**config.mk**
```make
export PLATFORM = sky130hd
export DESIGN_NAME = bus_err_unit_id_flat
export DESIGN_NICKNAME = d
export VERILOG_FILES = /design/src/rtl/bus_err_unit_pkg.sv /design/src/rtl/bus_err_unit_id_if.sv /design/src/rtl/bus_err_unit_id_table.sv /design/src/rtl/bus_err_unit_id.sv /design/src/flat_wrapper.sv
export SDC_FILE = /design/constraint.sdc
export NUM_CORES = 1
export LEC_CHECK = 0
export CORE_UTILIZATION = 30
export CTS_BUF_LIST = sky130_fd_sc_hd__clkbuf_2 sky130_fd_sc_hd__clkbuf_4 sky130_fd_sc_hd__clkbuf_8
export DETAILED_ROUTE_END_ITERATION = 10
export HOLD_SLACK_MARGIN = 0.03
export SETUP_SLACK_MARGIN = 0.2
export SYNTH_ARGS = -nofsm -noshare
export SYNTH_HDL_FRONTEND = slang
export SYNTH_HIERARCHICAL = 1
export SYNTH_SLANG_ARGS = --single-unit
```
**constraint.sdc**
```tcl
create_clock -name clk_i -period 10.7 [get_ports clk_i]
set_input_delay 2.675 -clock clk_i [delete_from_list [all_inputs] [get_ports clk_i]]
set_output_delay 2.675 -clock clk_i [all_outputs]
set_load 0.05 [all_outputs]
```
**src/rtl/bus_err_unit_pkg.sv**
```systemverilog
// Shared types and helpers for the ID-aware bus error unit.
package bus_err_unit_pkg;

  // What the error FIFO does with an incoming record this cycle.
  typedef enum logic [1:0] {
    PUSH_NONE,
    PUSH_STORE,
    PUSH_DROP,
    PUSH_OVERWRITE
  } push_act_e;

  // Next ring index; depth need not be a power of two.
  function automatic int unsigned ring_next(input int unsigned idx, input int unsigned depth);
    return (idx + 32'd1 == depth) ? 32'd0 : idx + 32'd1;
  endfunction

endpackage

```
**src/rtl/bus_err_unit_id_if.sv**
```systemverilog
// Bus-side bundle of the ID-aware error unit: request/response snoop plus error-record readout.
interface bus_err_unit_id_if #(
  parameter int unsigned AddrWidth     = 48,
  parameter int unsigned MetaDataWidth = 1,
  parameter int unsigned ErrBits       = 3,
  parameter int unsigned IdWidth       = 2,
  parameter int unsigned NumReqPorts   = 1,
  parameter int unsigned NumChannels   = 1,
  parameter int unsigned DropCntWidth  = 8
) ();
  logic [NumReqPorts-1:0][NumChannels-1:0]   req_hs_valid;
  logic [NumReqPorts-1:0][IdWidth-1:0]       req_id;
  logic [NumReqPorts-1:0][AddrWidth-1:0]     req_addr;
  logic [NumReqPorts-1:0][MetaDataWidth-1:0] req_meta;
  logic [NumChannels-1:0]                    rsp_hs_valid;
  logic [NumChannels-1:0]                    rsp_burst_last;
  logic [IdWidth-1:0]                        rsp_id;
  logic [ErrBits-1:0]                        rsp_err;
  logic                                      err_irq;
  logic                                      err_fifo_pop;
  logic [ErrBits-1:0]                        err_code;
  logic [AddrWidth-1:0]                      err_addr;
  logic [MetaDataWidth-1:0]                  err_meta;
  logic [IdWidth-1:0]                        err_id;
  logic [NumChannels-1:0]                    err_chan;
  logic                                      err_addr_valid;
  logic                                      err_fifo_overflow;
  logic [DropCntWidth-1:0]                   drop_cnt;
  logic                                      drop_clr;

  modport master (
    output req_hs_valid, req_id, req_addr, req_meta,
    output rsp_hs_valid, rsp_burst_last, rsp_id, rsp_err,
    output err_fifo_pop, drop_clr,
    input  err_irq, err_code, err_addr, err_meta, err_id, err_chan,
    input  err_addr_valid, err_fifo_overflow, drop_cnt
  );

  modport slave (
    input  req_hs_valid, req_id, req_addr, req_meta,
    input  rsp_hs_valid, rsp_burst_last, rsp_id, rsp_err,
    input  err_fifo_pop, drop_clr,
    output err_irq, err_code, err_addr, err_meta, err_id, err_chan,
    output err_addr_valid, err_fifo_overflow, drop_cnt
  );
endinterface

```
**src/rtl/bus_err_unit_id_table.sv**
```systemverilog
// Per-channel outstanding-request table indexed by ID, with collision tracking and a read port.
// With BUS_ERR_UNIT_TIMEOUT_EN defined, also hosts the channel watchdog.
module bus_err_unit_id_table
  import bus_err_unit_pkg::*;
#(
  parameter int unsigned AddrWidth     = 48,
  parameter int unsigned MetaDataWidth = 1,
  parameter int unsigned IdWidth       = 2
`ifdef BUS_ERR_UNIT_TIMEOUT_EN
  , parameter int unsigned TimeoutCycles = 1024
`endif
) (
  input  logic                     clk,
  input  logic                     rst_n,
  input  logic                     alloc_valid,
  input  logic [IdWidth-1:0]       alloc_id,
  input  logic [AddrWidth-1:0]     alloc_addr,
  input  logic [MetaDataWidth-1:0] alloc_meta,
  input  logic                     rsp_valid,
  input  logic                     rsp_last,
  input  logic [IdWidth-1:0]       rsp_id,
  output logic                     rd_ok,
  output logic [AddrWidth-1:0]     rd_addr,
  output logic [MetaDataWidth-1:0] rd_meta
`ifdef BUS_ERR_UNIT_TIMEOUT_EN
  , output logic                     tmo_req
  , output logic [IdWidth-1:0]       tmo_id
  , output logic                     tmo_ok
  , output logic [AddrWidth-1:0]     tmo_addr
  , output logic [MetaDataWidth-1:0] tmo_meta
  , input  logic                     tmo_ack
`endif
);
  localparam int unsigned NumIds = 2 ** IdWidth;

  logic [NumIds-1:0]        valid_q;
  logic [NumIds-1:0]        collide_q;
  logic [AddrWidth-1:0]     addr_q [NumIds];
  logic [MetaDataWidth-1:0] meta_q [NumIds];
  logic [NumIds-1:0]        rel;

  assign rd_ok   = valid_q[rsp_id] & ~collide_q[rsp_id];
  assign rd_addr = rd_ok ? addr_q[rsp_id] : '0;
  assign rd_meta = rd_ok ? meta_q[rsp_id] : '0;

  always_comb begin
    rel = '0;
    if (rsp_valid && rsp_last) rel[rsp_id] = 1'b1;
`ifdef BUS_ERR_UNIT_TIMEOUT_EN
    if (tmo_ack) rel[tmo_id] = 1'b1;
`endif
  end

  // Alloc beats release on the same entry and restarts it clean.
  always_ff @(posedge clk) begin
    if (!rst_n) begin
      valid_q   <= '0;
      collide_q <= '0;
      for (int unsigned i = 0; i < NumIds; i++) begin
        addr_q[i] <= '0;
        meta_q[i] <= '0;
      end
    end else begin
      for (int unsigned i = 0; i < NumIds; i++) begin
        if (alloc_valid && alloc_id == IdWidth'(i)) begin
          valid_q[i]   <= 1'b1;
          collide_q[i] <= valid_q[i] & ~rel[i];
          addr_q[i]    <= alloc_addr;
          meta_q[i]    <= alloc_meta;
        end else if (rel[i]) begin
          valid_q[i]   <= 1'b0;
          collide_q[i] <= 1'b0;
        end
      end
    end
  end

`ifdef BUS_ERR_UNIT_TIMEOUT_EN
  localparam int unsigned CntW = (TimeoutCycles > 1) ? $clog2(TimeoutCycles) : 1;
  logic [CntW-1:0] cnt_q;
  logic            any_valid;

  assign any_valid = |valid_q;

  always_comb begin
    tmo_id = '0;
    for (int unsigned i = NumIds; i > 0; i--) begin
      if (valid_q[i-1]) tmo_id = IdWidth'(i - 1);
    end
  end

  assign tmo_ok   = ~collide_q[tmo_id];
  assign tmo_addr = tmo_ok ? addr_q[tmo_id] : '0;
  assign tmo_meta = tmo_ok ? meta_q[tmo_id] : '0;
  assign tmo_req  = any_valid && !rsp_valid && (cnt_q == CntW'(TimeoutCycles - 1));

  // Counter parks at its limit until the top grants the timeout push.
  always_ff @(posedge clk) begin
    if (!rst_n) begin
      cnt_q <= '0;
    end else if (rsp_valid || !any_valid || tmo_ack) begin
      cnt_q <= '0;
    end else if (cnt_q != CntW'(TimeoutCycles - 1)) begin
      cnt_q <= cnt_q + 1'b1;
    end
  end
`endif

  always_ff @(posedge clk) begin
    if (rst_n && rsp_valid) begin
      assert (valid_q[rsp_id])
        else $warning("response on ID %0d with no outstanding request", rsp_id);
    end
  end

endmodule

```
**src/rtl/bus_err_unit_id.sv**
```systemverilog
// ID-aware bus error unit: per-channel ID tables feed an error-record FIFO.
// Optional watchdog: define BUS_ERR_UNIT_TIMEOUT_EN.
module bus_err_unit_id
  import bus_err_unit_pkg::*;
#(
  parameter int unsigned AddrWidth       = 48,
  parameter int unsigned MetaDataWidth   = 1,
  parameter int unsigned ErrBits         = 3,
  parameter int unsigned IdWidth         = 2,
  parameter int unsigned NumStoredErrors = 4,
  parameter int unsigned NumReqPorts     = 1,
  parameter int unsigned NumChannels     = 1,
  parameter bit          DropOldest      = 1'b0,
  parameter int unsigned DropCntWidth    = 8,
  parameter int unsigned TimeoutCycles   = 1024
) (
  input  logic              clk_i,
  input  logic              rst_ni,
  bus_err_unit_id_if.slave  bus
);
  typedef struct packed {
    logic [ErrBits-1:0]       err;
    logic [NumChannels-1:0]   chan;
    logic [IdWidth-1:0]       id;
    logic [AddrWidth-1:0]     addr;
    logic [MetaDataWidth-1:0] meta;
    logic                     addr_valid;
  } err_rec_t;

  localparam int unsigned PtrW = $clog2(NumStoredErrors);
  localparam int unsigned CntW = $clog2(NumStoredErrors + 1);

  logic [NumChannels-1:0]                    alloc_valid;
  logic [NumChannels-1:0][IdWidth-1:0]       alloc_id;
  logic [NumChannels-1:0][AddrWidth-1:0]     alloc_addr;
  logic [NumChannels-1:0][MetaDataWidth-1:0] alloc_meta;
  logic [NumChannels-1:0][NumReqPorts-1:0]   req_col;
  logic [NumChannels-1:0]                    rd_ok;
  logic [NumChannels-1:0][AddrWidth-1:0]     rd_addr;
  logic [NumChannels-1:0][MetaDataWidth-1:0] rd_meta;

  always_comb begin
    alloc_valid = '0;
    alloc_id    = '0;
    alloc_addr  = '0;
    alloc_meta  = '0;
    req_col     = '0;
    for (int unsigned c = 0; c < NumChannels; c++) begin
      for (int unsigned p = 0; p < NumReqPorts; p++) begin
        req_col[c][p] = bus.req_hs_valid[p][c];
        if (bus.req_hs_valid[p][c] && !alloc_valid[c]) begin
          alloc_valid[c] = 1'b1;
          alloc_id[c]    = bus.req_id[p];
          alloc_addr[c]  = bus.req_addr[p];
          alloc_meta[c]  = bus.req_meta[p];
        end
      end
    end
  end

`ifdef BUS_ERR_UNIT_TIMEOUT_EN
  localparam logic [ErrBits-1:0] ErrTimeout = '1;
  logic [NumChannels-1:0]                    tmo_req;
  logic [NumChannels-1:0]                    tmo_ack;
  logic [NumChannels-1:0][IdWidth-1:0]       tmo_id;
  logic [NumChannels-1:0]                    tmo_ok;
  logic [NumChannels-1:0][AddrWidth-1:0]     tmo_addr;
  logic [NumChannels-1:0][MetaDataWidth-1:0] tmo_meta;
`endif

  for (genvar c = 0; c < NumChannels; c++) begin : g_chan
    bus_err_unit_id_table #(
      .AddrWidth     (AddrWidth),
      .MetaDataWidth (MetaDataWidth),
      .IdWidth       (IdWidth)
`ifdef BUS_ERR_UNIT_TIMEOUT_EN
      , .TimeoutCycles (TimeoutCycles)
`endif
    ) u_table (
      .clk         (clk_i),
      .rst_n       (rst_ni),
      .alloc_valid (alloc_valid[c]),
      .alloc_id    (alloc_id[c]),
      .alloc_addr  (alloc_addr[c]),
      .alloc_meta  (alloc_meta[c]),
      .rsp_valid   (bus.rsp_hs_valid[c]),
      .rsp_last    (bus.rsp_burst_last[c]),
      .rsp_id      (bus.rsp_id),
      .rd_ok       (rd_ok[c]),
      .rd_addr     (rd_addr[c]),
      .rd_meta     (rd_meta[c])
`ifdef BUS_ERR_UNIT_TIMEOUT_EN
      , .tmo_req   (tmo_req[c])
      , .tmo_id    (tmo_id[c])
      , .tmo_ok    (tmo_ok[c])
      , .tmo_addr  (tmo_addr[c])
      , .tmo_meta  (tmo_meta[c])
      , .tmo_ack   (tmo_ack[c])
`endif
    );
  end

  err_rec_t rsp_rec;
  err_rec_t push_rec;
  logic     rsp_push;
  logic     push;

  assign rsp_push = (|bus.rsp_hs_valid) && (bus.rsp_err != '0);

  always_comb begin
    rsp_rec      = '0;
    rsp_rec.err  = bus.rsp_err;
    rsp_rec.chan = bus.rsp_hs_valid;
    rsp_rec.id   = bus.rsp_id;
    for (int unsigned c = 0; c < NumChannels; c++) begin
      if (bus.rsp_hs_valid[c]) begin
        rsp_rec.addr_valid = rd_ok[c];
        rsp_rec.addr       = rd_addr[c];
        rsp_rec.meta       = rd_meta[c];
      end
    end
  end

`ifdef BUS_ERR_UNIT_TIMEOUT_EN
  err_rec_t tmo_rec;

  // Response errors own the single FIFO write port; timeouts wait a cycle.
  always_comb begin
    tmo_ack = '0;
    tmo_rec = '0;
    if (!rsp_push) begin
      for (int unsigned c = NumChannels; c > 0; c--) begin
        if (tmo_req[c-1]) begin
          tmo_ack            = '0;
          tmo_ack[c-1]       = 1'b1;
          tmo_rec            = '0;
          tmo_rec.err        = ErrTimeout;
          tmo_rec.chan[c-1]  = 1'b1;
          tmo_rec.id         = tmo_id[c-1];
          tmo_rec.addr       = tmo_addr[c-1];
          tmo_rec.meta       = tmo_meta[c-1];
          tmo_rec.addr_valid = tmo_ok[c-1];
        end
      end
    end
  end

  assign push     = rsp_push | (|tmo_ack);
  assign push_rec = rsp_push ? rsp_rec : tmo_rec;
`else
  assign push     = rsp_push;
  assign push_rec = rsp_rec;
`endif

  err_rec_t                mem_q [NumStoredErrors];
  err_rec_t                head;
  logic [PtrW-1:0]         rd_ptr_q, wr_ptr_q, rd_nxt, wr_nxt;
  logic [CntW-1:0]         count_q;
  logic [DropCntWidth-1:0] drop_cnt_q;
  logic                    overflow_q;
  logic                    empty, full, pop, drop;
  push_act_e               act;

  assign empty  = (count_q == '0);
  assign full   = (count_q == CntW'(NumStoredErrors));
  assign pop    = bus.err_fifo_pop & ~empty;
  assign rd_nxt = PtrW'(ring_next(32'(rd_ptr_q), NumStoredErrors));
  assign wr_nxt = PtrW'(ring_next(32'(wr_ptr_q), NumStoredErrors));
  assign drop   = (act == PUSH_DROP) || (act == PUSH_OVERWRITE);

  always_comb begin
    act = PUSH_NONE;
    if (push) begin
      if (!full || pop)    act = PUSH_STORE;
      else if (DropOldest) act = PUSH_OVERWRITE;
      else                 act = PUSH_DROP;
    end
  end

  // Overwrite on full: write lands on the head slot and both pointers advance.
  always_ff @(posedge clk_i) begin
    if (!rst_ni) begin
      rd_ptr_q   <= '0;
      wr_ptr_q   <= '0;
      count_q    <= '0;
      drop_cnt_q <= '0;
      overflow_q <= 1'b0;
      for (int unsigned i = 0; i < NumStoredErrors; i++) mem_q[i] <= '0;
    end else begin
      if (act == PUSH_STORE || act == PUSH_OVERWRITE) begin
        mem_q[wr_ptr_q] <= push_rec;
        wr_ptr_q        <= wr_nxt;
      end
      if (pop || act == PUSH_OVERWRITE) rd_ptr_q <= rd_nxt;
      if (act == PUSH_STORE && !pop)      count_q <= count_q + 1'b1;
      else if (act == PUSH_NONE && pop)   count_q <= count_q - 1'b1;
      if (bus.drop_clr) begin
        overflow_q <= 1'b0;
        drop_cnt_q <= '0;
      end else if (drop) begin
        overflow_q <= 1'b1;
        if (drop_cnt_q != '1) drop_cnt_q <= drop_cnt_q + 1'b1;
      end
    end
  end

  assign head                  = empty ? '0 : mem_q[rd_ptr_q];
  assign bus.err_irq           = ~empty;
  assign bus.err_code          = head.err;
  assign bus.err_addr          = head.addr;
  assign bus.err_meta          = head.meta;
  assign bus.err_id            = head.id;
  assign bus.err_chan          = head.chan;
  assign bus.err_addr_valid    = head.addr_valid;
  assign bus.err_fifo_overflow = overflow_q;
  assign bus.drop_cnt          = drop_cnt_q;

  always_ff @(posedge clk_i) begin
    assert (NumStoredErrors >= 2 && TimeoutCycles > 0) else $error("bad parameters");
    if (rst_ni) begin
      assert ($onehot0(bus.rsp_hs_valid)) else $error("rsp_hs_valid not one-hot");
      for (int unsigned p = 0; p < NumReqPorts; p++) begin
        assert ($onehot0(bus.req_hs_valid[p])) else $error("req port %0d not one-hot", p);
      end
      for (int unsigned c = 0; c < NumChannels; c++) begin
        assert ($onehot0(req_col[c])) else $error("channel %0d requested by several ports", c);
      end
    end
  end

endmodule

```
**src/flat_wrapper.sv**
```systemverilog
// flat-port wrapper written by rule: the top's interface ports become plain ports
module bus_err_unit_id_flat import bus_err_unit_pkg::*;
#(
  parameter int unsigned AddrWidth       = 48,
  parameter int unsigned MetaDataWidth   = 1,
  parameter int unsigned ErrBits         = 3,
  parameter int unsigned IdWidth         = 2,
  parameter int unsigned NumStoredErrors = 4,
  parameter int unsigned NumReqPorts     = 1,
  parameter int unsigned NumChannels     = 1,
  parameter bit          DropOldest      = 1'b0,
  parameter int unsigned DropCntWidth    = 8,
  parameter int unsigned TimeoutCycles   = 1024
)
  (clk_i, rst_ni, bus_req_hs_valid, bus_req_id, bus_req_addr, bus_req_meta, bus_rsp_hs_valid, bus_rsp_burst_last, bus_rsp_id, bus_rsp_err, bus_err_fifo_pop, bus_drop_clr, bus_err_irq, bus_err_code, bus_err_addr, bus_err_meta, bus_err_id, bus_err_chan, bus_err_addr_valid, bus_err_fifo_overflow, bus_drop_cnt);
  bus_err_unit_id_if #(.AddrWidth(AddrWidth), .MetaDataWidth(MetaDataWidth), .ErrBits(ErrBits), .IdWidth(IdWidth), .NumReqPorts(NumReqPorts), .NumChannels(NumChannels), .DropCntWidth(DropCntWidth)) bus_i ();
  input  logic clk_i;
  input  logic rst_ni;
  input wire logic [$bits(bus_i.req_hs_valid)-1:0] bus_req_hs_valid;
  input wire logic [$bits(bus_i.req_id)-1:0] bus_req_id;
  input wire logic [$bits(bus_i.req_addr)-1:0] bus_req_addr;
  input wire logic [$bits(bus_i.req_meta)-1:0] bus_req_meta;
  input wire logic [$bits(bus_i.rsp_hs_valid)-1:0] bus_rsp_hs_valid;
  input wire logic [$bits(bus_i.rsp_burst_last)-1:0] bus_rsp_burst_last;
  input wire logic [$bits(bus_i.rsp_id)-1:0] bus_rsp_id;
  input wire logic [$bits(bus_i.rsp_err)-1:0] bus_rsp_err;
  input wire logic [$bits(bus_i.err_fifo_pop)-1:0] bus_err_fifo_pop;
  input wire logic [$bits(bus_i.drop_clr)-1:0] bus_drop_clr;
  output wire logic [$bits(bus_i.err_irq)-1:0] bus_err_irq;
  output wire logic [$bits(bus_i.err_code)-1:0] bus_err_code;
  output wire logic [$bits(bus_i.err_addr)-1:0] bus_err_addr;
  output wire logic [$bits(bus_i.err_meta)-1:0] bus_err_meta;
  output wire logic [$bits(bus_i.err_id)-1:0] bus_err_id;
  output wire logic [$bits(bus_i.err_chan)-1:0] bus_err_chan;
  output wire logic [$bits(bus_i.err_addr_valid)-1:0] bus_err_addr_valid;
  output wire logic [$bits(bus_i.err_fifo_overflow)-1:0] bus_err_fifo_overflow;
  output wire logic [$bits(bus_i.drop_cnt)-1:0] bus_drop_cnt;
  assign bus_i.req_hs_valid = bus_req_hs_valid;
  assign bus_i.req_id = bus_req_id;
  assign bus_i.req_addr = bus_req_addr;
  assign bus_i.req_meta = bus_req_meta;
  assign bus_i.rsp_hs_valid = bus_rsp_hs_valid;
  assign bus_i.rsp_burst_last = bus_rsp_burst_last;
  assign bus_i.rsp_id = bus_rsp_id;
  assign bus_i.rsp_err = bus_rsp_err;
  assign bus_i.err_fifo_pop = bus_err_fifo_pop;
  assign bus_i.drop_clr = bus_drop_clr;
  assign bus_err_irq = bus_i.err_irq;
  assign bus_err_code = bus_i.err_code;
  assign bus_err_addr = bus_i.err_addr;
  assign bus_err_meta = bus_i.err_meta;
  assign bus_err_id = bus_i.err_id;
  assign bus_err_chan = bus_i.err_chan;
  assign bus_err_addr_valid = bus_i.err_addr_valid;
  assign bus_err_fifo_overflow = bus_i.err_fifo_overflow;
  assign bus_drop_cnt = bus_i.drop_cnt;
  bus_err_unit_id #(.AddrWidth(AddrWidth), .MetaDataWidth(MetaDataWidth), .ErrBits(ErrBits), .IdWidth(IdWidth), .NumStoredErrors(NumStoredErrors), .NumReqPorts(NumReqPorts), .NumChannels(NumChannels), .DropOldest(DropOldest), .DropCntWidth(DropCntWidth), .TimeoutCycles(TimeoutCycles)) u_core (.clk_i(clk_i), .rst_ni(rst_ni), .bus(bus_i));
endmodule
```
==> results of run 1 <==
==> stage by stage <==
step,utilization (%),cells
floorplan,-,1347
global placement,33.51,2273
detailed placement,33.51,2273
CTS,35.64,2397
global route,35.64,2398
finish,35.64,2398
==> worst paths after layout <==
kind	from	end	slack (ns)
setup / recovery	bus_rsp_hs_valid	u_core/mem_q[1][33]$_SDFFCE_PN0P_	4.47
hold / removal	u_core/g_chan[0].u_table/valid_q[1]$_SDFFE_PN0P_	u_core/g_chan[0].u_table/valid_q[1]$_SDFFE_PN0P_	0.48
setup reg to reg	u_core/count_q[0]$_SDFFE_PN0P_	u_core/mem_q[1][33]$_SDFFCE_PN0P_	6.92
hold reg to reg	u_core/g_chan[0].u_table/valid_q[1]$_SDFFE_PN0P_	u_core/g_chan[0].u_table/valid_q[1]$_SDFFE_PN0P_	0.48
==> cells in the mapped netlist (2+ instances only) <==
| cell type | number |
|---|---|
| nand3_1 | 8 |
| o31ai_1 | 4 |
| nor2b_1 | 49 |
| a21oi_1 | 11 |
| nor3b_2 | 2 |
| o21ai_0 | 6 |
| inv_1 | 6 |
| clkbuf_2 | 9 |
| and3_1 | 43 |
| nand3b_1 | 2 |
| buf_1 | 4 |
| xnor2_1 | 2 |
| edfxtp_1 | 417 |
| nand4_1 | 4 |
| mux4_2 | 106 |
| mux2i_1 | 9 |
| clkbuf_1 | 53 |
| ha_1 | 3 |
| nand2_1 | 17 |
| or4_1 | 2 |
| nand3b_4 | 2 |
| nand2b_1 | 9 |
| or3_1 | 5 |
| buf_6 | 7 |
| and2_1 | 472 |
| nor2_1 | 18 |
| a31o_2 | 2 |
| dfxtp_1 | 29 |
| buf_2 | 20 |
| and3b_1 | 2 |
| and3_2 | 6 |
==> layout make-up <==
cell class / count / area [µm²] / area share (%)
well taps: 873 / 1092 / 4.563
multi-input cells: 800 / 6870 / 28.70
inverters: 7 / 26.28 / 0.1098
flip-flops and latches: 446 / 13110 / 54.76
clock inverters: 21 / 177.7 / 0.7422
repair buffers: 147 / 1406 / 5.875
clock buffers: 103 / 1255 / 5.243
diodes: 1 / 2.502 / 0.01045
==> layout by cell type, fill, tap and decap left out, types with 3 or more instances in the layout <==
master,instances
o21ai_0,6
clkbuf_8,77
dfxtp_1,27
clkinvlp_4,3
nand2b_2,3
edfxtp_1,417
buf_2,3
inv_1,6
and3_1,43
nor2_1,15
ha_1,3
buf_4,20
mux4_2,106
clkbuf_4,26
or3_1,5
clkinv_1,11
and2_1,472
nand2_1,13
clkinv_2,3
nand2b_1,5
mux2i_1,9
a21oi_1,11
nand4_1,4
nor2_2,3
nor2b_1,49
nand3_1,8
bufinv_16,3
and3_2,6
clkdlybuf4s50_1,124
o31ai_1,4
==> worst max-delay path: stages <==
cell	delay, ns
clkdlybuf4s50_1	0.65
o31ai_1	0.27
nor3_4	0.21
buf_4	0.56
and3b_2	1.05
nand2b_2	0.27
buf_4	0.68
==> report_power, final <==
| part | switching, mW | internal, mW | total (mW) |
|---|---|---|---|
| sequential | 0.0544 | 2.03 | 2.08 |
| clock | 0.647 | 0.823 | 1.47 |
| combinational | 0.726 | 0.429 | 1.16 |
| total | 1.43 | 3.28 | 4.71 |
==> kinds of logic after synthesis <==
| kind of cell | Yosys count | synth area share (%) |
|---|---|---|
| adders and majority gates | 4 | 0.2824 |
| xor gates and xnor gates | 3 | 0.1289 |
| DFF | 446 | 64.29 |
| AOI/OAI and AO/OA | 31 | 1.038 |
| buffers and inverters | 101 | 2.314 |
| and+or+nand+nor | 647 | 19.79 |
| muxes | 115 | 12.16 |
==> registers in the layout, indices dropped and copies added (netlist names), named ones only <==
signal	count
u_core/bus.drop_cnt	8
u_core/bus.err_fifo_overflow	1
u_core/count_q	3
u_core/g_chan.u_table/addr_q	192
u_core/g_chan.u_table/collide_q	4
u_core/g_chan.u_table/meta_q	4
u_core/g_chan.u_table/valid_q	4
u_core/mem_q	224
u_core/rd_ptr_q	2
u_core/wr_ptr_q	2
==> layer usage <==
layer	share of wire [%]	global-route usage [%]
met1	46	18.83
met3	4.4	2.361
met5	0.029	0
met4	1.6	4.149
met2	48	22.59
==> summary.md, run 1 <==
| Metric | Value |
|---|---|
| Kind of capture point of the worst setup path | `flip-flop` |
| Final max-slew violation count | `0` |
| Worst-case headroom to the max-slew limit | `a little under a quarter` |
| Cells resized by post-CTS repair | `0` |
| Number of buffers added by the clock tree synthesis step | `69` |
| Die Width | `approximately 260 µm` |
| Placed cell area | `0.02250 mm²` |
| Starting utilization of the core area | `30.35%` |
| Number of antenna violations at the first check in global routing | `4` |
| Synth-to-layout area growth | `17.45%` |
| Area inside the core boundary | `0.06716 mm²` |
| CP arrival | `~6.5 ns` |
| Peak supply drop | `between 100 and 150 µV` |
| Outcome | `finished clean` |
| Initial detailed-routing violation count | `approximately 680` |
| Final TNS setup | `0 ns` |
| Number of cells on the worst hold path | `2` |
| Areal power density over the cells | `~200 mW/mm²` |
| DRC viols | `0` |
| Final Setup Violations | `0` |
| CTS clk-pin slew, worst paths | `0.06 ns` |
| Share of final-layout standard cells stronger than drive strength 1 | `between 10% and 20%` |
| Category of the worst setup path launch point | `input port` |
| Die height | `approximately 260 µm` |
| Synth Area per Inst | `15.13 µm²` |
| DR vias/cell | `between 4 and 5` |
| HPWL Detailed | `~28000 µm` |
| Final layout net count | `between 1500 and 2000` |
| Total number of placement rows | `95` |
| Overall Global Routing Usage | `around 14%` |
| Number of synthesized flops with an enable pin | `between 400 and 500` |
| Synth Instances | `approximately 1300` |
| Post-synthesis instance area | `0.02038 mm²` |
| Post-route total power | `4.706 mW` |
| Count of buffers from port buffering | `128` |
| Die area | `between 0.06 and 0.07 mm²` |
| Slack of the critical path | `about 4.5 ns` |
| Type of the worst setup path | `input port to flip-flop` |
| Post-synth cell types | `49` |
| Clock Sink Count | `around 450` |
| Maximum frequency from static timing analysis | `~160 MHz` |
| Worst reg-to-reg path cell count | `6` |
| Wire length after detailed routing | `about 48000 µm` |
| Number of max-cap violations | `0` |
| Worst-case hold slack | `0.4782 ns` |
| Filler Cells Inserted | `between 6000 and 7000` |
| Latest clock arrival within the worst-skew pair | `a little over 0.6 ns` |
| Dominant cells by area after synthesis | `edfxtp_1 (61%), and2_1 (14%), mux4_2 (12%)` |
| Number of buffers between clock root and the deepest sink | `3` |
| Dpl ws | `between 3 and 4 ns` |
| Global-route wire length before repair | `about 70000 µm` |
| TritonRoute pass-1 iters | `5` |
| Post-CTS Hold Fix Bufs | `0` |
| Mapped Nets | `~1400` |
| Count of boundary I/O pins | `129` |
| TritonCTS clock tree | `yes` |
| Final Cell Area | `roughly 0.024 mm²` |
| Area share of the leading cell type in the synthesized netlist | `61.44%` |
| Maximum net fanout on the critical path | `about 60` |
| Total grt overflow | `0` |
| Post-Route Skew | `between 0.02 and 0.03 ns` |
| Commonest register cell after synthesis | `edfxtp_1` |
| H-Tree Depth | `3` |
| Worst Max-Slew Pin Slew | `~1.1 ns` |
| Fin crit share | `between 50 and 60%` |
| Total setup buffers inserted after CTS | `0` |
| Root buffer cell | `clkbuf_8` |
| Count of nets left with antenna violations after detail routing | `0` |
| Setup repair after global routing missed its margin | `no` |
| Synthesis warning total | `6` |
| Final weighted congestion of routability-driven global placement | `between 0.7 and 0.8` |
| Leakage power of the design | `about 8.5 nW` |
| Vias in the first global route | `between 10000 and 15000` |
| Req. time, crit path | `10.92 ns` |
| Via total after detailed routing | `11140` |
| Area leader, netlist | `edfxtp_1` |
| Average detailed-routed wire length per instance | `between 15 and 20 µm` |
| Largest net degree at the start of global routing | `64` |
| Final critical path time including I/O delays and setup | `~6.2 ns` |
| Share of synthesized registers carrying an async set or reset | `0%` |
| Hold Path Class | `flip-flop to flip-flop` |
| Number of endpoints with negative hold slack in the final report | `0` |
| Proportion of synthesized chip area in sequential cells | `between 60% and 70%` |
| Synth Register Bits | `446` |
No activity file was read; power rests on OpenSTA's default activity.
==> inputs of run 2 (changes only) <==
==> constraint.sdc (replaced) <==
create_clock -name clk_i -period 5.87 [get_ports clk_i]
set_input_delay 1.4675 -clock clk_i [delete_from_list [all_inputs] [get_ports clk_i]]
set_output_delay 1.4675 -clock clk_i [all_outputs]
set_load 0.05 [all_outputs]
==> summary.md, run 2 (synthesis results as in run 1) <==
| Metric | Value |
|---|---|
| Number of antenna violations at the first check in global routing | `7 (+3)` |
| Origin of the worst min-delay path | `u_core/rd_ptr_q[1]$_SDFFE_PN0N_` |
| DRC viols | `0 (unchanged)` |
| Final TNS setup | `0 ns (unchanged)` |
| Type of the worst setup path | `flip-flop to primary output` |
| Portion of total power attributed to the clock network | `30.9% (-0.3 points)` |
| Starting utilization of the core area | `30.35% (unchanged)` |
| Latest clock arrival within the worst-skew pair | `0.63 ns (+0.02 ns)` |
| Die height | `262.6 µm (unchanged)` |
| Largest net degree at the start of global routing | `68 (+6.3%)` |
| Areal power density over the cells | `355.9 mW/mm² (+81%)` |
| HPWL Detailed | `29220 µm (+4.5%)` |
| Root buffer cell | `clkbuf_8` |
| Number of max-cap violations | `0 (unchanged)` |
| Overall Global Routing Usage | `13.84% (about the same)` |
| Average detailed-routed wire length per instance | `19.73 µm (-1.0%)` |
| Final Cell Area | `0.02400 mm² (+0.25%)` |
| Switching share of total power | `30.78% (+0.44 points)` |
| Total number of placement rows | `95 (unchanged)` |
| Cells resized by post-CTS repair | `0 (unchanged)` |
| Worst-case register-to-register setup slack | `2.93 ns (-3.99 ns)` |
| Post-Route Skew | `0.03901 ns (+0.01399 ns)` |
| Worst-case headroom to the max-slew limit | `37.14% (+13 points)` |
| Via total after detailed routing | `11120 (-0.21%)` |
| H-Tree Depth | `3 (unchanged)` |
| Vias in the first global route | `11910 (+2.3%)` |
| Number of cells on the worst hold path | `2 (unchanged)` |
| Beginning of the worst register-to-register path | `u_core/count_q[0]$_SDFFE_PN0P_` |
| Wire length after detailed routing | `47560 µm (-0.51%)` |
| Filler Cells Inserted | `6361 (-0.031%)` |
| Total setup buffers inserted after CTS | `0 (unchanged)` |
| DR vias/cell | `4.613 (-0.70%)` |
| Count of nets left with antenna violations after detail routing | `0 (unchanged)` |
| Final max-slew violation count | `0 (unchanged)` |
| Total grt overflow | `0 (unchanged)` |
| Synth-to-layout area growth | `17.75%` |
| Worst Max-Slew Pin Slew | `0.9419 ns (-0.2016 ns)` |
| Maximum frequency from static timing analysis | `around 210 MHz` |
| Final core occ | `35.73% (+0.089 points)` |
| Peak supply drop | `155.7 µV (+49%)` |
| Final weighted congestion of routability-driven global placement | `0.7518 (+6.1%)` |
| Post-CTS Hold Fix Bufs | `0 (unchanged)` |
| Placed cell area | `0.02259 mm² (+0.37%)` |
| Count of buffers from port buffering | `128 (unchanged)` |
| Flip-flop count of the largest register, all copies and words added | `224 (unchanged)` |
| Leakage power of the design | `8.526 nW (+0.31%)` |
| Worst-case hold slack | `0.4778 ns (-0.0004750 ns)` |
| Top library cells by usage in the layout, fill and taps aside | `and2_1 (472), edfxtp_1 (417), clkdlybuf4s50_1 (124)` |
| Leading cell type in the layout, fill and taps excluded | `and2_1` |
| Post-route total power | `8.541 mW (+81%)` |
| Final Setup Violations | `0 (unchanged)` |
| Share of power burned in combinational logic | `24.3% (-0.3 points)` |
| Req. time, crit path | `4.40 ns (-6.52 ns)` |
| TritonRoute pass-1 iters | `4 (-1)` |
| Number of endpoints with negative hold slack in the final report | `0 (unchanged)` |
| CTS clk-pin slew, worst paths | `0.06 ns (about the same)` |
| Initial detailed-routing violation count | `620 (-8.4%)` |
| Number of buffers added by the clock tree synthesis step | `70 (+1.4%)` |
| Hold Path Class | `flip-flop to flip-flop` |
| Relative contribution of sequential cells to total power | `44.8% (+0.6 points)` |
| Count of boundary I/O pins | `129 (unchanged)` |
| Clock Sink Count | `446 (unchanged)` |
| Category of the worst setup path launch point | `flip-flop` |
| Setup repair after global routing missed its margin | `no` |
| CP arrival | `3.31 ns (-3.14 ns)` |
| Outcome | `finished clean` |
| Die area | `0.06898 mm² (unchanged)` |
| Global-route wire length before repair | `72640 µm (+0.84%)` |
| Share of final-layout standard cells stronger than drive strength 1 | `18.32% (+0.27 points)` |
| Final critical path time including I/O delays and setup | `about 4.8 ns` |
| Worst flop-to-flop path endpoint | `u_core/mem_q[1][8]$_SDFFCE_PN0P_` |
| Int Pwr | `5.913 mW (+80%)` |
| Most flops, register | `u_core/mem_q` |
| Die Width | `262.6 µm (unchanged)` |
| Fin crit share | `between 80% and 90%` |
| Seq. cell area | `0.01311 mm² (unchanged)` |
| Area inside the core boundary | `0.06716 mm² (unchanged)` |
| TritonCTS clock tree | `yes` |
| Final layout net count | `1545 (+0.46%)` |
| Number of buffers between clock root and the deepest sink | `3 (unchanged)` |
| Maximum net fanout on the critical path | `33 (-44%)` |
| Area of the multi-input gates | `0.006870 mm² (unchanged)` |
| Worst reg-to-reg path cell count | `6 (unchanged)` |
| Kind of capture point of the worst setup path | `primary output` |
| Net switching component of the power | `2.629 mW (+84%)` |
==> run 2: layout make-up <==
cell class,instances,area share (%)
Clock buffer,94,4.844
Inverter,7,0.1095
Tap cell,873,4.552
Clock inverter,34,1.011
Multi-Input combinational cell,800,28.63
Antenna cell,3,0.03128
Timing Repair Buffer,153,6.204
Sequential cell,446,54.62
==> run 2: routing by layer <==
| layer | global-route usage, % | wire, µm | up-vias |
|---|---|---|---|
| met2 | 22.84 | 23150 | 259 |
| met5 | 0 | 43 | - |
| met1 | 18.44 | 21210 | 5604 |
| met3 | 2.343 | 2197 | 75 |
| met4 | 4.706 | 954 | 8 |
| li1 | - | - | 5172 |
==> run 2: metrics by stage <==
stage                     std cells  setup slack, ns
after floorplan                1347            1.781
after global placement         2279            1.148
after detailed placement       2279            1.149
after CTS                      2407           0.9287
after global routing           2408           0.8805
final                          2410            1.093
==> run 2: power by group through the flow <==
stage,clock [mW],sequential [mW],combinational [mW]
after floorplan,0,3.81,1.48
after global placement,0,3.89,2.10
after detailed placement,0,3.91,2.12
after CTS,2.73,3.84,2.12
after global routing,2.85,3.86,2.20
final,2.64,3.83,2.07
==> run 2: worst max-delay path: stages, from the launching register on <==
cell	delay (ns)
dfxtp_4	0.80
buf_4	0.41
mux4_2	0.57
and2_1	0.19
clkdlybuf4s50_1	0.70
==> run 2: worst max-delay path by stage <==
stage	start	depth (start not counted)	slack, ns	end
3_5_place_dp	bus_rsp_hs_valid	7	1.15	u_core/mem_q[1][5]$_SDFFCE_PN0P_
5_1_grt	flip-flop	4	0.88	bus_err_addr[5]
4_1_cts	flip-flop	4	0.93	bus_err_addr[15]
2_1_floorplan	bus_err_fifo_pop	6	1.78	u_core/mem_q[2][0]$_SDFFCE_PN0P_
6_report	flip-flop	4	1.09	bus_err_addr[15]
3_3_place_gp	bus_rsp_hs_valid	7	1.15	u_core/mem_q[1][6]$_SDFFCE_PN0P_
==> inputs of run 3 (changes only) <==
==> constraint.sdc (replaced) <==
create_clock -name clk_i -period 4.1 [get_ports clk_i]
set_input_delay 1.025 -clock clk_i [delete_from_list [all_inputs] [get_ports clk_i]]
set_output_delay 1.025 -clock clk_i [all_outputs]
set_load 0.05 [all_outputs]
==> summary.md, run 3 (synthesis results as in run 1) <==
| Metric | Value |
|---|---|
| Outcome | `finished clean` |
| Worst Max-Slew Pin Slew | `0.8697 ns (-0.07215 ns)` |
| Type of the worst setup path | `flip-flop to primary output` |
| DRC viols | `0 (unchanged)` |
| Maximum net fanout on the critical path | `43 (+30%)` |
| Post-Route Skew | `0.03003 ns (-0.008988 ns)` |
| Global-route wire length before repair | `73330 µm (+0.95%)` |
| Count of boundary I/O pins | `129 (unchanged)` |
| Worst-case headroom to the max-slew limit | `42.02% (+4.9 points)` |
| Hold Path Class | `flip-flop to flip-flop` |
| Non-filler instance count after layout | `2419 (+0.37%)` |
| Most flops, register | `u_core/mem_q` |
| CP arrival | `2.76 ns (-0.55 ns)` |
| Areal power density over the cells | `503.8 mW/mm² (+42%)` |
| Number of endpoints with negative hold slack in the final report | `0 (unchanged)` |
| Die Width | `262.6 µm (unchanged)` |
| Total number of placement rows | `95 (unchanged)` |
| Maximum frequency from static timing analysis | `about 260 MHz` |
| Number of max-cap violations | `0 (unchanged)` |
| Req. time, crit path | `3.07 ns (-1.33 ns)` |
| TritonRoute pass-1 iters | `4 (unchanged)` |
| Number of buffers added by the clock tree synthesis step | `72 (+2.9%)` |
| Number of buffers between clock root and the deepest sink | `3 (unchanged)` |
| Die area | `0.06898 mm² (unchanged)` |
| Slack of the critical path | `0.3129 ns (-0.7799 ns)` |
| Total setup buffers inserted after CTS | `0 (unchanged)` |
| Root buffer cell | `clkbuf_8` |
| Dpl ws | `0.5121 ns (-0.6368 ns)` |
| Final Setup Violations | `0 (unchanged)` |
| DR vias/cell | `4.652 (+0.84%)` |
| Setup repair after global routing missed its margin | `no` |
| Cell count after placement | `2292 (+0.57%)` |
| Leakage power of the design | `8.798 nW (+3.2%)` |
| Final layout net count | `1561 (+1.0%)` |
| CTS clk-pin slew, worst paths | `0.06 ns (about the same)` |
| Wire length after detailed routing | `48650 µm (+2.3%)` |
| Largest net degree at the start of global routing | `60 (-12%)` |
| Latest clock arrival within the worst-skew pair | `0.63 ns (about the same)` |
| Count of buffers from port buffering | `128 (unchanged)` |
| Vias in the first global route | `11940 (+0.24%)` |
| Total grt overflow | `0 (unchanged)` |
| Clock Sink Count | `446 (unchanged)` |
| Kind of capture point of the worst setup path | `primary output` |
| Synth-to-layout area growth | `18.22%` |
| Final max-slew violation count | `0 (unchanged)` |
| Via total after detailed routing | `11250 (+1.2%)` |
| Beginning of the worst register-to-register path | `u_core/count_q[0]$_SDFFE_PN0P_` |
| Fin crit share | `around 92%` |
| Origin of the worst min-delay path | `u_core/g_chan[0].u_table/valid_q[1]$_SDFFE_PN0P_` |
| Final TNS setup | `0 ns (unchanged)` |
| Peak supply drop | `248.7 µV (+60%)` |
| Final weighted congestion of routability-driven global placement | `0.7269 (-3.3%)` |
| Flip-flop count of the largest register, all copies and words added | `224 (unchanged)` |
| Initial detailed-routing violation count | `593 (-4.4%)` |
| Final critical path time including I/O delays and setup | `roughly 3.8 ns` |
| H-Tree Depth | `3 (unchanged)` |
| Average detailed-routed wire length per instance | `20.11 µm (+1.9%)` |
| Overall Global Routing Usage | `13.99% (+0.14 points)` |
| Number of antenna violations at the first check in global routing | `5 (-2)` |
| Category of the worst setup path launch point | `flip-flop` |
| Starting utilization of the core area | `30.35% (unchanged)` |
| HPWL Detailed | `29050 µm (-0.57%)` |
| Count of nets left with antenna violations after detail routing | `0 (unchanged)` |
| Leading cell type in the layout, fill and taps excluded | `and2_1` |
| Share of final-layout standard cells stronger than drive strength 1 | `18.85% (+0.53 points)` |
| Post-CTS Hold Fix Bufs | `0 (unchanged)` |
| Top library cells by usage in the layout, fill and taps aside | `and2_1 (472), edfxtp_1 (417), mux4_2 (106)` |
| Die height | `262.6 µm (unchanged)` |
| Area inside the core boundary | `0.06716 mm² (unchanged)` |
| TritonCTS clock tree | `yes` |
[run 3: cell types whose count changed in the layout (fill, tap and decap cells not counted), moves of 2 or more]
cell,previous run,this run
buf_12,3,11
buf_4,23,28
nand2_2,2,4
dlygate4sd2_1,0,43
clkdlybuf4s50_1,124,80
clkbuf_8,73,75
inv_8,0,2
clkinvlp_4,5,2
clkinv_2,10,7
nand2_4,2,0
bufinv_16,3,1
[run 3: what timing repair did]
action                     4_1_cts  5_1_grt
pin swaps                        0        1
cloned                           0        1
resized for setup               45        1
setup endpoints to repair       57        4
[run 3: report_power, final]
group	total (mW)	switching (mW)	internal [mW]	leakage (nW)
combinational	3.00	1.94	1.07	3.62
sequential	5.45	0.161	5.28	4.46
clock	3.69	1.74	1.95	0.717
total	12.1	3.84	8.30	8.80
[run 3: area by class of cell]
class,instances,area (µm²)
Clock inverter,29,176.4
Inverter,7,26.28
Tap cell,873,1092
Sequential cell,446,13110
Timing Repair Buffer,166,1635
Antenna cell,2,5.005
Fill cell,6360,43060
Multi-Input combinational cell,801,6867
Clock buffer,95,1182
[run 3: per-layer routing]
layer	wire length, µm	global-route usage, %	share of wire [%]	vias up
met3	2135	2.118	4.4	66
met2	23530	22.73	48	270
met4	923	4.563	1.9	2
met5	13	0	0.027	-
li1	-	-	-	5195
met1	22050	19.16	45	5720
[run 3: per-stage QoR]
| step | hold WS (ns) | util (%) | power (mW) | area [µm²] |
|---|---|---|---|---|
| after CTS | 0.4747 | 35.85 | 12.25 | 24080 |
| after detailed placement | 0.4670 | 33.90 | 8.674 | 22770 |
| final | 0.4785 | 35.88 | 12.14 | 24090 |
| after floorplan | 0.4418 | - | 7.573 | 20380 |
| after global routing | 0.5003 | 35.88 | 12.66 | 24090 |
| after global placement | 0.4523 | 33.90 | 8.635 | 22770 |
[run 3: critical path, stage by stage, from the launching register on]
cell and delay (ns):
dfxtp_4 0.49, buf_12 0.29, mux4_2 0.41, and2_1 0.19
clkdlybuf4s50_1 0.70
[run 3: worst paths after layout]
check	end	slack [ns]	depth (start not counted)
max	bus_err_addr[22]	0.31	4
min	u_core/g_chan[0].u_table/valid_q[1]$_SDFFE_PN0P_	0.48	2
max reg2reg	u_core/count_q[2]$_SDFFE_PN0P_	1.37	6
min reg2reg	u_core/g_chan[0].u_table/valid_q[1]$_SDFFE_PN0P_	0.48	2
